[config.mk]
export PLATFORM = sky130hd
export DESIGN_NAME = alu_issue_ctrl
export DESIGN_NICKNAME = d
export VERILOG_FILES = /design/src/rtl/alu_issue_ctrl.sv
export SDC_FILE = /design/constraint.sdc
export NUM_CORES = 1
export LEC_CHECK = 0
export ABC_AREA = 1
export CORE_MARGIN = 5
export CORE_UTILIZATION = 40
export CTS_CLUSTER_DIAMETER = 80
export DETAILED_ROUTE_END_ITERATION = 16
export PLACE_DENSITY_LB_ADDON = 0.2
export SLEW_MARGIN = 10
export SYNTH_ARGS = -nofsm -noshare
export SYNTH_HDL_FRONTEND = slang
export SYNTH_SLANG_ARGS = --single-unit
[constraint.sdc]
create_clock -name clk -period 2.09 [get_ports clk]
set_input_delay 0.3135 -clock clk [delete_from_list [all_inputs] [get_ports clk]]
set_output_delay 0.3135 -clock clk [all_outputs]
set_load 0.03 [all_outputs]
[src/rtl/alu_issue_ctrl.sv]
// rtl/alu_issue_ctrl.sv - ALU issue controller: operand fetch, ALU drive, write-back
//
// Accepts one decoded ALU instruction at a time, reads both operands from the
// general register file, drives the ALU for exactly one cycle, and writes the
// result back. It also holds the status flags and the HI/LO product registers.
//
// Ports:
//   clk, rst            clock; synchronous active-low reset
//   instr_*             instruction handshake and fields (op, rd, ra, rb)
//   rf_raddr_*/rf_rdata_*  register-file combinational read ports A/B
//   rf_we/rf_waddr/rf_wdata  register-file write port
//   alu_a/alu_b/alu_op/alu_enable  ALU drive, valid for one cycle
//   alu_result/alu_overflow/alu_lt/alu_eq/alu_zero/alu_hi/alu_lo  ALU outputs
//   hi_q/lo_q           multiply HI/LO special registers
//   status_q            {eq, lt, v, z} from the last legal op
//   done/illegal        completion pulse; illegal marks an unsupported opcode
module alu_issue_ctrl #(
  parameter int RF_AW     = 2,
  parameter int MUL_WB_LO = 0
) (
  input  logic             clk,
  input  logic             rst,
  input  logic             instr_valid,
  output logic             instr_ready,
  input  logic [3:0]       instr_op,
  input  logic [RF_AW-1:0] instr_rd,
  input  logic [RF_AW-1:0] instr_ra,
  input  logic [RF_AW-1:0] instr_rb,
  output logic [RF_AW-1:0] rf_raddr_a,
  output logic [RF_AW-1:0] rf_raddr_b,
  input  logic [7:0]       rf_rdata_a,
  input  logic [7:0]       rf_rdata_b,
  output logic             rf_we,
  output logic [RF_AW-1:0] rf_waddr,
  output logic [7:0]       rf_wdata,
  output logic [7:0]       alu_a,
  output logic [7:0]       alu_b,
  output logic [3:0]       alu_op,
  output logic             alu_enable,
  input  logic [7:0]       alu_result,
  input  logic             alu_overflow,
  input  logic             alu_lt,
  input  logic             alu_eq,
  input  logic             alu_zero,
  input  logic [7:0]       alu_hi,
  input  logic [7:0]       alu_lo,
  output logic [7:0]       hi_q,
  output logic [7:0]       lo_q,
  output logic [3:0]       status_q,
  output logic             done,
  output logic             illegal
);

  typedef enum logic [1:0] {S_IDLE, S_READ, S_EXEC, S_WB} state_t;

  localparam logic [3:0] OP_MUL = 4'b0010;
  localparam logic [3:0] OP_CMP = 4'b1111;

  state_t           state_q, state_d;
  logic [3:0]       op_q;
  logic [RF_AW-1:0] rd_q, ra_q, rb_q;
  logic [7:0]       opa_q, opb_q, res_q;
  logic [7:0]       hi_r, lo_r;
  logic [3:0]       status_r;
  logic             op_legal;

  always_comb begin
    case (op_q)
      4'b0000, 4'b0001, 4'b0010, 4'b0100,
      4'b0101, 4'b1100, 4'b1110, 4'b1111: op_legal = 1'b1;
      default:                            op_legal = 1'b0;
    endcase
  end

  always_ff @(posedge clk) begin
    if (!rst) begin
      state_q  <= S_IDLE;
      op_q     <= '0;
      rd_q     <= '0;
      ra_q     <= '0;
      rb_q     <= '0;
      opa_q    <= '0;
      opb_q    <= '0;
      res_q    <= '0;
      hi_r     <= '0;
      lo_r     <= '0;
      status_r <= '0;
    end else begin
      state_q <= state_d;
      case (state_q)
        S_IDLE: begin
          if (instr_valid) begin
            op_q <= instr_op;
            rd_q <= instr_rd;
            ra_q <= instr_ra;
            rb_q <= instr_rb;
          end
        end
        S_READ: begin
          opa_q <= rf_rdata_a;
          opb_q <= rf_rdata_b;
        end
        S_EXEC: begin
          // Only legal ops reach EXEC, so illegal ops never disturb flags or HI/LO.
          res_q    <= alu_result;
          status_r <= {alu_eq, alu_lt, alu_overflow, alu_zero};
          if (op_q == OP_MUL) begin
            hi_r <= alu_hi;
            lo_r <= alu_lo;
          end
        end
        default: ;
      endcase
    end
  end

  always_comb begin
    state_d     = state_q;
    instr_ready = 1'b0;
    rf_raddr_a  = '0;
    rf_raddr_b  = '0;
    rf_we       = 1'b0;
    rf_waddr    = '0;
    rf_wdata    = '0;
    alu_a       = '0;
    alu_b       = '0;
    alu_op      = '0;
    alu_enable  = 1'b0;
    done        = 1'b0;
    illegal     = 1'b0;
    case (state_q)
      S_IDLE: begin
        instr_ready = 1'b1;
        if (instr_valid) state_d = S_READ;
      end
      S_READ: begin
        rf_raddr_a = ra_q;
        rf_raddr_b = rb_q;
        state_d    = op_legal ? S_EXEC : S_WB;
      end
      S_EXEC: begin
        alu_enable = 1'b1;
        alu_op     = op_q;
        alu_a      = opa_q;
        alu_b      = opb_q;
        state_d    = S_WB;
      end
      S_WB: begin
        done    = 1'b1;
        illegal = !op_legal;
        if (op_legal) begin
          if (op_q == OP_MUL) begin
            rf_we    = (MUL_WB_LO != 0);
            rf_wdata = lo_r;
          end else if (op_q != OP_CMP) begin
            rf_we    = 1'b1;
            rf_wdata = res_q;
          end
        end
        if (rf_we) rf_waddr = rd_q;
        state_d = S_IDLE;
      end
      default: state_d = S_IDLE;
    endcase
    // While reset is held the controller presents an idle, quiet interface
    // regardless of which state it is being pulled out of.
    if (!rst) begin
      instr_ready = 1'b1;
      rf_raddr_a  = '0;
      rf_raddr_b  = '0;
      rf_we       = 1'b0;
      rf_waddr    = '0;
      rf_wdata    = '0;
      alu_a       = '0;
      alu_b       = '0;
      alu_op      = '0;
      alu_enable  = 1'b0;
      done        = 1'b0;
      illegal     = 1'b0;
    end
  end

  assign hi_q     = rst ? hi_r : 8'h00;
  assign lo_q     = rst ? lo_r : 8'h00;
  assign status_q = rst ? status_r : 4'h0;

endmodule

After elaboration in Yosys (flattened, before gate mapping)
Memories as Yosys holds them, arrays and structs flattened. A register that Yosys moved wholly into a read port is not among the register bits.
Index checks and enable logic that the tools add are counted.
{"block": "op_classes", "eq_ne": 6, "n_mux": 40, "n_reduce_logical": 4}
{"op": "8-bit 2-to-1 mux", "count": 11}
{"op": "4-bit 2-to-1 mux", "count": 5}
{"op": "2-bit 2-to-1 mux", "count": 8}
{"op": "1-bit 2-to-1 mux", "count": 15}
{"op": "2-bit one-hot mux with 4 select lines", "count": 1}
{"op": "2-bit == test (second input constant)", "count": 2}
{"op": "4-bit by 2-bit == test with 1-bit output (second input constant)", "count": 1}
{"op": "4-bit != test (second input constant)", "count": 1}
{"op": "2-bit AND reduction", "count": 2}
{"op": "2-bit by 1-bit == test with 1-bit output (second input constant)", "count": 1}
{"op": "2-bit zero test", "count": 1}
{"op": "2-bit != test (second input constant)", "count": 1}
{"op": "1-bit zero test", "count": 1}
{"block": "word_totals", "reg_bits": 56, "mem_bits_ro": 16, "input_bits": 57, "output_inout_bits": 59, "elab_cells": 62, "mem_count": 1}
{"name": "(no name shown)", "depth": 16, "width": 1, "rd": 1, "rd_ports_with_merged_regs": 1, "write_ports": 0, "line_no": "68", "rtl": "case (op_q)"}

Logic depth before layout (Yosys ltp)
Gate-level depths: netlist of run 1.
{"block": "depth", "depth_word": 8, "depth_mapped": 9, "mapped_depth_nobuf": 9}

Worst setup path after synthesis of run 1
No wires, ideal clock.
{"block": "synth_timing", "path_type": "register to output", "startpoint": "reg state_q[0]", "endpoint": "out rf_wdata[0]", "arrival_time_ns": 1.419, "required_time_ns": 1.776, "path_slack_ns": 0.358, "stages_incl_launch_ff": 10, "n_path_buf": 0, "path_cell_list": "dfxtp_1 > ha_1 > nand2_1 > inv_2 > nand2_2 > nor2_2 > nand2_2 > clkinv_2 > nand2_1 > nand2_1"}
{"block": "synth_between", "elab_chain_len": 3}
{"element": "from (decl)", "line_no": "59", "rtl": "state_t state_q, state_d;"}
{"element": "from (signal assigned)", "line_no": "89", "rtl": "state_q <= state_d;"}
{"element": "2-bit == test", "line_no": "131", "rtl": "case (state_q)"}
{"element": "8-bit 2-to-1 mux", "line_no": "131"}
{"element": "8-bit 2-to-1 mux", "line_no": "167", "rtl": "if (!rst) begin"}
{"element": "to (decl)", "line_no": "35", "rtl": "output logic [7:0] rf_wdata,"}
Every way passes these cells.

Final worst setup path of run 1
{"block": "layout_timing", "startpoint": "reg state_q[0]", "endpoint": "out rf_wdata[4]"}
The elaborated chain is that of the path after synthesis.

==> results of run 1 <==
==> metrics by stage <==
step                       TNS, ns  power (mW)
final                            0        4.03
after global routing      -0.00516        4.34
after CTS                        0        4.04
after detailed placement         0        2.98
after global placement           0        2.92
after floorplan                  0        2.50
==> critical path, stage by stage, from the launching register on <==
cell      delay, ns
dfxtp_4        0.36
ha_1           0.22
nand2_2        0.09
inv_2          0.04
nand2_2        0.10
nor2_4         0.05
nand2_4        0.10
clkinv_2       0.10
nand2_1        0.07
nand2_1        0.04
buf_4          0.16
==> layout make-up <==
class / count / area share
multi-input cells: 225 / 0.271
repair inverters: 1 / 0.00128
repair buffers: 122 / 0.280
clock buffers: 14 / 0.0440
well taps: 77 / 0.0245
flip-flops and latches: 57 / 0.292
clock inverters: 2 / 0.00893
inverters: 80 / 0.0778
==> repair_timing <==
action / 4_1_cts / 5_1_grt
endpoints found under the setup margin: 14 / 24
gates resized for setup: 2 / 11
cloned: 0 / 1
pin swaps: 0 / 2
==> sequential cells by signal, summed over array words and instances, names as in the netlist, 2 cells and up <==
signal / flops
hi_r: 8
lo_r: 8
op_q: 4
opa_q: 8
opb_q: 8
ra_q: 2
rb_q: 2
rd_q: 2
res_q: 8
state_q: 2
status_r: 4
==> synthesized netlist by cell type, drive strengths merged <==
cell    number  area, um2
a21boi       1       7.51
a21oi       39        195
buf         14       70.1
clkbuf       5       20.0
clkinv       1       5.00
dfxtp       57       1140
ha           5       62.6
inv         79        297
nand2       63        244
nand3        9       45.0
nor2        55        219
o21ai       48        240
o22ai        5       31.3
==> power by group through the flow <==
stage | registers, mW | logic (mW) | clock network (mW)
global placement | 1.56 | 1.36 | 0
floorplan | 1.54 | 0.961 | 0
CTS | 1.55 | 1.41 | 1.08
global route | 1.60 | 1.60 | 1.14
finish | 1.56 | 1.41 | 1.06
detailed placement | 1.58 | 1.40 | 0
==> layout by cell type (no fill, tap or decap) <==
cell type,instances
nand2_4,1
dlygate4sd2_1,1
dfxtp_1,55
nor2_2,3
o22ai_1,5
bufinv_16,1
inv_1,77
nor2_1,50
buf_4,51
clkinv_4,1
clkinv_2,2
clkbuf_1,2
ha_1,5
o21ai_1,1
dfxtp_2,1
clkdlybuf4s50_1,66
nand3_1,9
nand2_1,58
buf_2,1
a21boi_0,1
dfxtp_4,1
nor2_4,2
buf_6,2
clkbuf_8,12
buf_12,1
nand2_2,4
a21oi_1,39
inv_2,2
o21ai_0,47
==> metal layers <==
layer / global-route usage / part of all wire
met1: 0.209 / 0.44
met2: 0.276 / 0.47
met3: 0.0658 / 0.083
met4: 0.0558 / 0.0065
met5: 0 / 0
==> cell families (layout without fill, tap and decap cells) <==
logic type,Yosys count,after routing,share of synthesized area
buf+inv,99,219,0.152
simple gates,127,127,0.197
flops,57,57,0.443
compound gates,93,93,0.184
fa+ha+maj,5,5,0.0243
==> worst paths after layout <==
kind / end / cells after the start
worst min register to register: hi_r[4] / 2
worst min-delay path: state_q[0] / 3
worst max-delay path: rf_wdata[4] / 10
worst max register to register: op_legal / 9
==> impl_metrics.toml, run 1 <==
[clocking]
clock_latency_ns = 0.33
htreeDepth = 3
post_cts_buffers = 0
hold_buffers = 0
cts_buffers = 9
cts_root_buf = "clkbuf_8"
clock_path_buffers = 2
clk_pin_slew_ns = 0.07
cts_tree = "yes"
tritoncts_num_sinks = 57

[timing]
clock_skew_ns = 0.0101
slew_violations = 0
finalSetupViolations = 0
holdWs_ns = 0.437
hold_viol = 0
period_share = 0.939
worst_pin_slew_ns = 0.457
fin_ws_ns = 0.128
max_freq_mhz = 510
max-slew-margin-rel = 0.695
fin_crit_ns = 1.96

[cells_and_area]
syn2layout_area_growth_pct = 52.3
final_cells = 578
final_area_mm2 = 0.00393
seqCellArea_mm2 = 0.00115
fillCellCount = 605
multi_input_area_mm2 = 0.00106
finish.net_count = 558
drive_gt1_frac = 0.170
post-route-util = 0.622
diodes = 0

[worst_setup_path]
worstSetupStartpointType = "register"
path_class = "reg -> out"
critPathLaunch = "state_q[0]"
rrSetupSlack_ns = 0.51
cp.required_ns = 1.78
crit_arrival_ns = 1.65
crit_fanout = 5
end_kind = "output pin"
r2r-start = "state_q[1]"

[pwr]
powerDensity_mw_per_mm2 = 1030
internal-power_mw = 2.58
swShare = 0.360
p_comb_frac = 0.350
pwr-share-seq = 0.387
total_leakage_power_nw = 1.89
clockPowerShare = 0.263
ir_worst_vdd_v = 0.000639
p_sw_mw = 1.45

[global_routing]
grt_pass1_vias = 2482
grt_max_degree = 46
antenna_found_initial = 0
grt_pass1_wl_um = 11600
groute.usage.overall = 0.171
grt_overflow = 0

[floorplan]
dieHeight_um = 90.3
dieArea_mm2 = 0.00815
rows = 29
start_util = 0.408
design.core.area_mm2 = 0.00631
die_w_um = 90.3
io_pins = 116

[routing]
route.detailed.drc = 0
firstDrtPassIters = 4
wire_per_inst_um = 12.2
drtIter0Drc = 68
num_vias = 2611
via_per_inst = 4.52
ant_nets = 0
drt-total-wl_um = 7040

[yosys]
synth_nets = 443
synthCells = 381
synth-seq-cells = 57
syn_area_mm2 = 0.00258
yosys_warnings = 0
ys_types = 18
avgSynthCellArea_um2 = 6.77
ys_seq_area_frac = 0.443

[worst_hold_path]
hold_start = "rst"
hp-class = "in -> reg"

[run_status]
outcome = "complete, no violations"

[placement]
port_buffers = 115
dp_cells = 561
post_dp_cell_area_mm2 = 0.00368
place_ws_ns = 0.239
place_hpwl_um = 5220
gp_congestion = 0.838

[job]
drv_cap = 0
(Power assumes the default switching activity.)
==> run 2: changes to the inputs <==
Settings changed: PLACE_DENSITY set to 0.82, PLACE_DENSITY_LB_ADDON 0.2 to not set.
==> impl_metrics.toml, run 2 (synthesis results as in run 1) <==
[cells_and_area]
syn2layout_area_growth_pct = 51.6
final_area_mm2 = 0.00391
layout_commonest_cell = "inv_1"
finish.net_count = 556
final_cell_mix = "77 x inv_1, 76 x clkdlybuf4s50_1, 60 x nand2_1"
drive_gt1_frac = 0.134
diodes = 0

[routing]
num_vias = 2630
ant_nets = 0
firstDrtPassIters = 4
via_per_inst = 4.57
route.detailed.drc = 0
drt-total-wl_um = 6870
drtIter0Drc = 95
wire_per_inst_um = 11.9

[global_routing]
groute.usage.overall = 0.168
grt_pass1_vias = 2615
grt_max_degree = 55
grt_overflow = 0
antenna_found_initial = 0
grt_pass1_wl_um = 11500

[worst_setup_path]
end_kind = "output pin"
cp.required_ns = 1.78
path_class = "reg -> out"
crit_fanout = 9
crit_arrival_ns = 1.65
worstSetupStartpointType = "register"

[timing]
fin_crit_ns = 1.97
worst_pin_slew_ns = 0.406
hold_viol = 0
tns_ns = 0
finalSetupViolations = 0
clock_skew_ns = 0.00941
max_freq_mhz = 509
slew_violations = 0
period_share = 0.940
max-slew-margin-rel = 0.729
rsz0062_at_grt = "no"

[placement]
port_buffers = 115
gp_congestion = 0.788
place_hpwl_um = 5200
post_dp_cell_area_mm2 = 0.00371

[job]
drv_cap = 0

[run_status]
outcome = "complete, no violations"

[clocking]
hold_buffers = 0
htreeDepth = 3
cts_tree = "yes"
clk_pin_slew_ns = 0.07
cts_root_buf = "clkbuf_8"
clock_path_buffers = 2
cts_buffers = 9
tritoncts_num_sinks = 57
clock_latency_ns = 0.32

[floorplan]
dieArea_mm2 = 0.00815
die_w_um = 90.3
io_pins = 116
design.core.area_mm2 = 0.00631
start_util = 0.408
rows = 29
dieHeight_um = 90.3

[pwr]
ir_worst_vdd_v = 0.000494
total_leakage_power_nw = 1.86
powerDensity_mw_per_mm2 = 1000

[worst_hold_path]
hp-class = "in -> reg"
==> run 2: cell count changes in the layout (fill, tap and decap cells not counted), sizes merged <==
cell | previous run | this run
bufinv | 1 | 0
clkdlybuf4s50 | 66 | 76
dlygate4sd2 | 1 | 6
buf | 55 | 39
==> run 2: worst max-delay path, stage by stage (launching register included) <==
cell and delay (ns):
dfxtp_4 0.36, ha_1 0.19, nand2_1 0.10, inv_2 0.05, nand2_2 0.09, nor2_2 0.05
nand2_2 0.10, clkinv_4 0.10, nand2_1 0.07, nand2_1 0.06, buf_4 0.17
==> run 2: cell type report <==
| class | instances | area (um2) |
|---|---|---|
| multi-input cells | 225 | 1050 |
| repair buffers | 121 | 1120 |
| clock inverters | 2 | 10.0 |
| fillers | 568 | 2410 |
| clock buffers | 14 | 183 |
| well taps | 77 | 96.3 |
| inverters | 80 | 305 |
| flip-flops and latches | 57 | 1150 |
==> run 2: metrics by stage <==
stage	hold slack, ns	util	cells	total power, mW	setup slack, ns
after CTS	0.287	0.617	576	3.95	0.00700
after detailed placement	0.437	0.587	560	2.98	0.219
after global routing	0.304	0.619	576	4.20	0.00470
final	0.313	0.619	576	3.91	0.125
after global placement	0.431	0.587	560	2.91	0.272
after floorplan	0.423	-	381	2.50	0.358
==> run 2: path summary, 6_finish.rpt <==
path | to | cells past startpoint | slack (ns) | startpoint
min reg2reg | hi_r[5] | 2 | 0.45 | hi_r[5]
max reg2reg | op_legal | 9 | 0.51 | state_q[1]
min | ra_q[0] | 3 | 0.31 | rst
max | rf_wdata[1] | 10 | 0.12 | state_q[0]
==> run 2: what timing repair did <==
| item | CTS | global route |
|---|---|---|
| pin swaps | 0 | 0 |
| buffers inserted | 0 | 0 |
| setup endpoints to repair | 14 | 15 |
| resized for setup | 7 | 5 |
| hold endpoints to repair | 0 | 0 |
==> run 2: where the power goes <==
part / switching [mW] / internal, mW
registers: 0.132 / 1.42
clock network: 0.399 / 0.557
logic: 0.885 / 0.508
total: 1.42 / 2.49
==> run 2: routing by layer <==
| metal | GRT usage | vias up | routed length (um) |
|---|---|---|---|
| met5 | 0 | - | 0 |
| met1 | 0.186 | 1155 | 2930 |
| met3 | 0.0500 | 8 | 432 |
| met2 | 0.301 | 82 | 3430 |
| li1 | - | 1385 | - |
| met4 | 0.0670 | 0 | 82 |
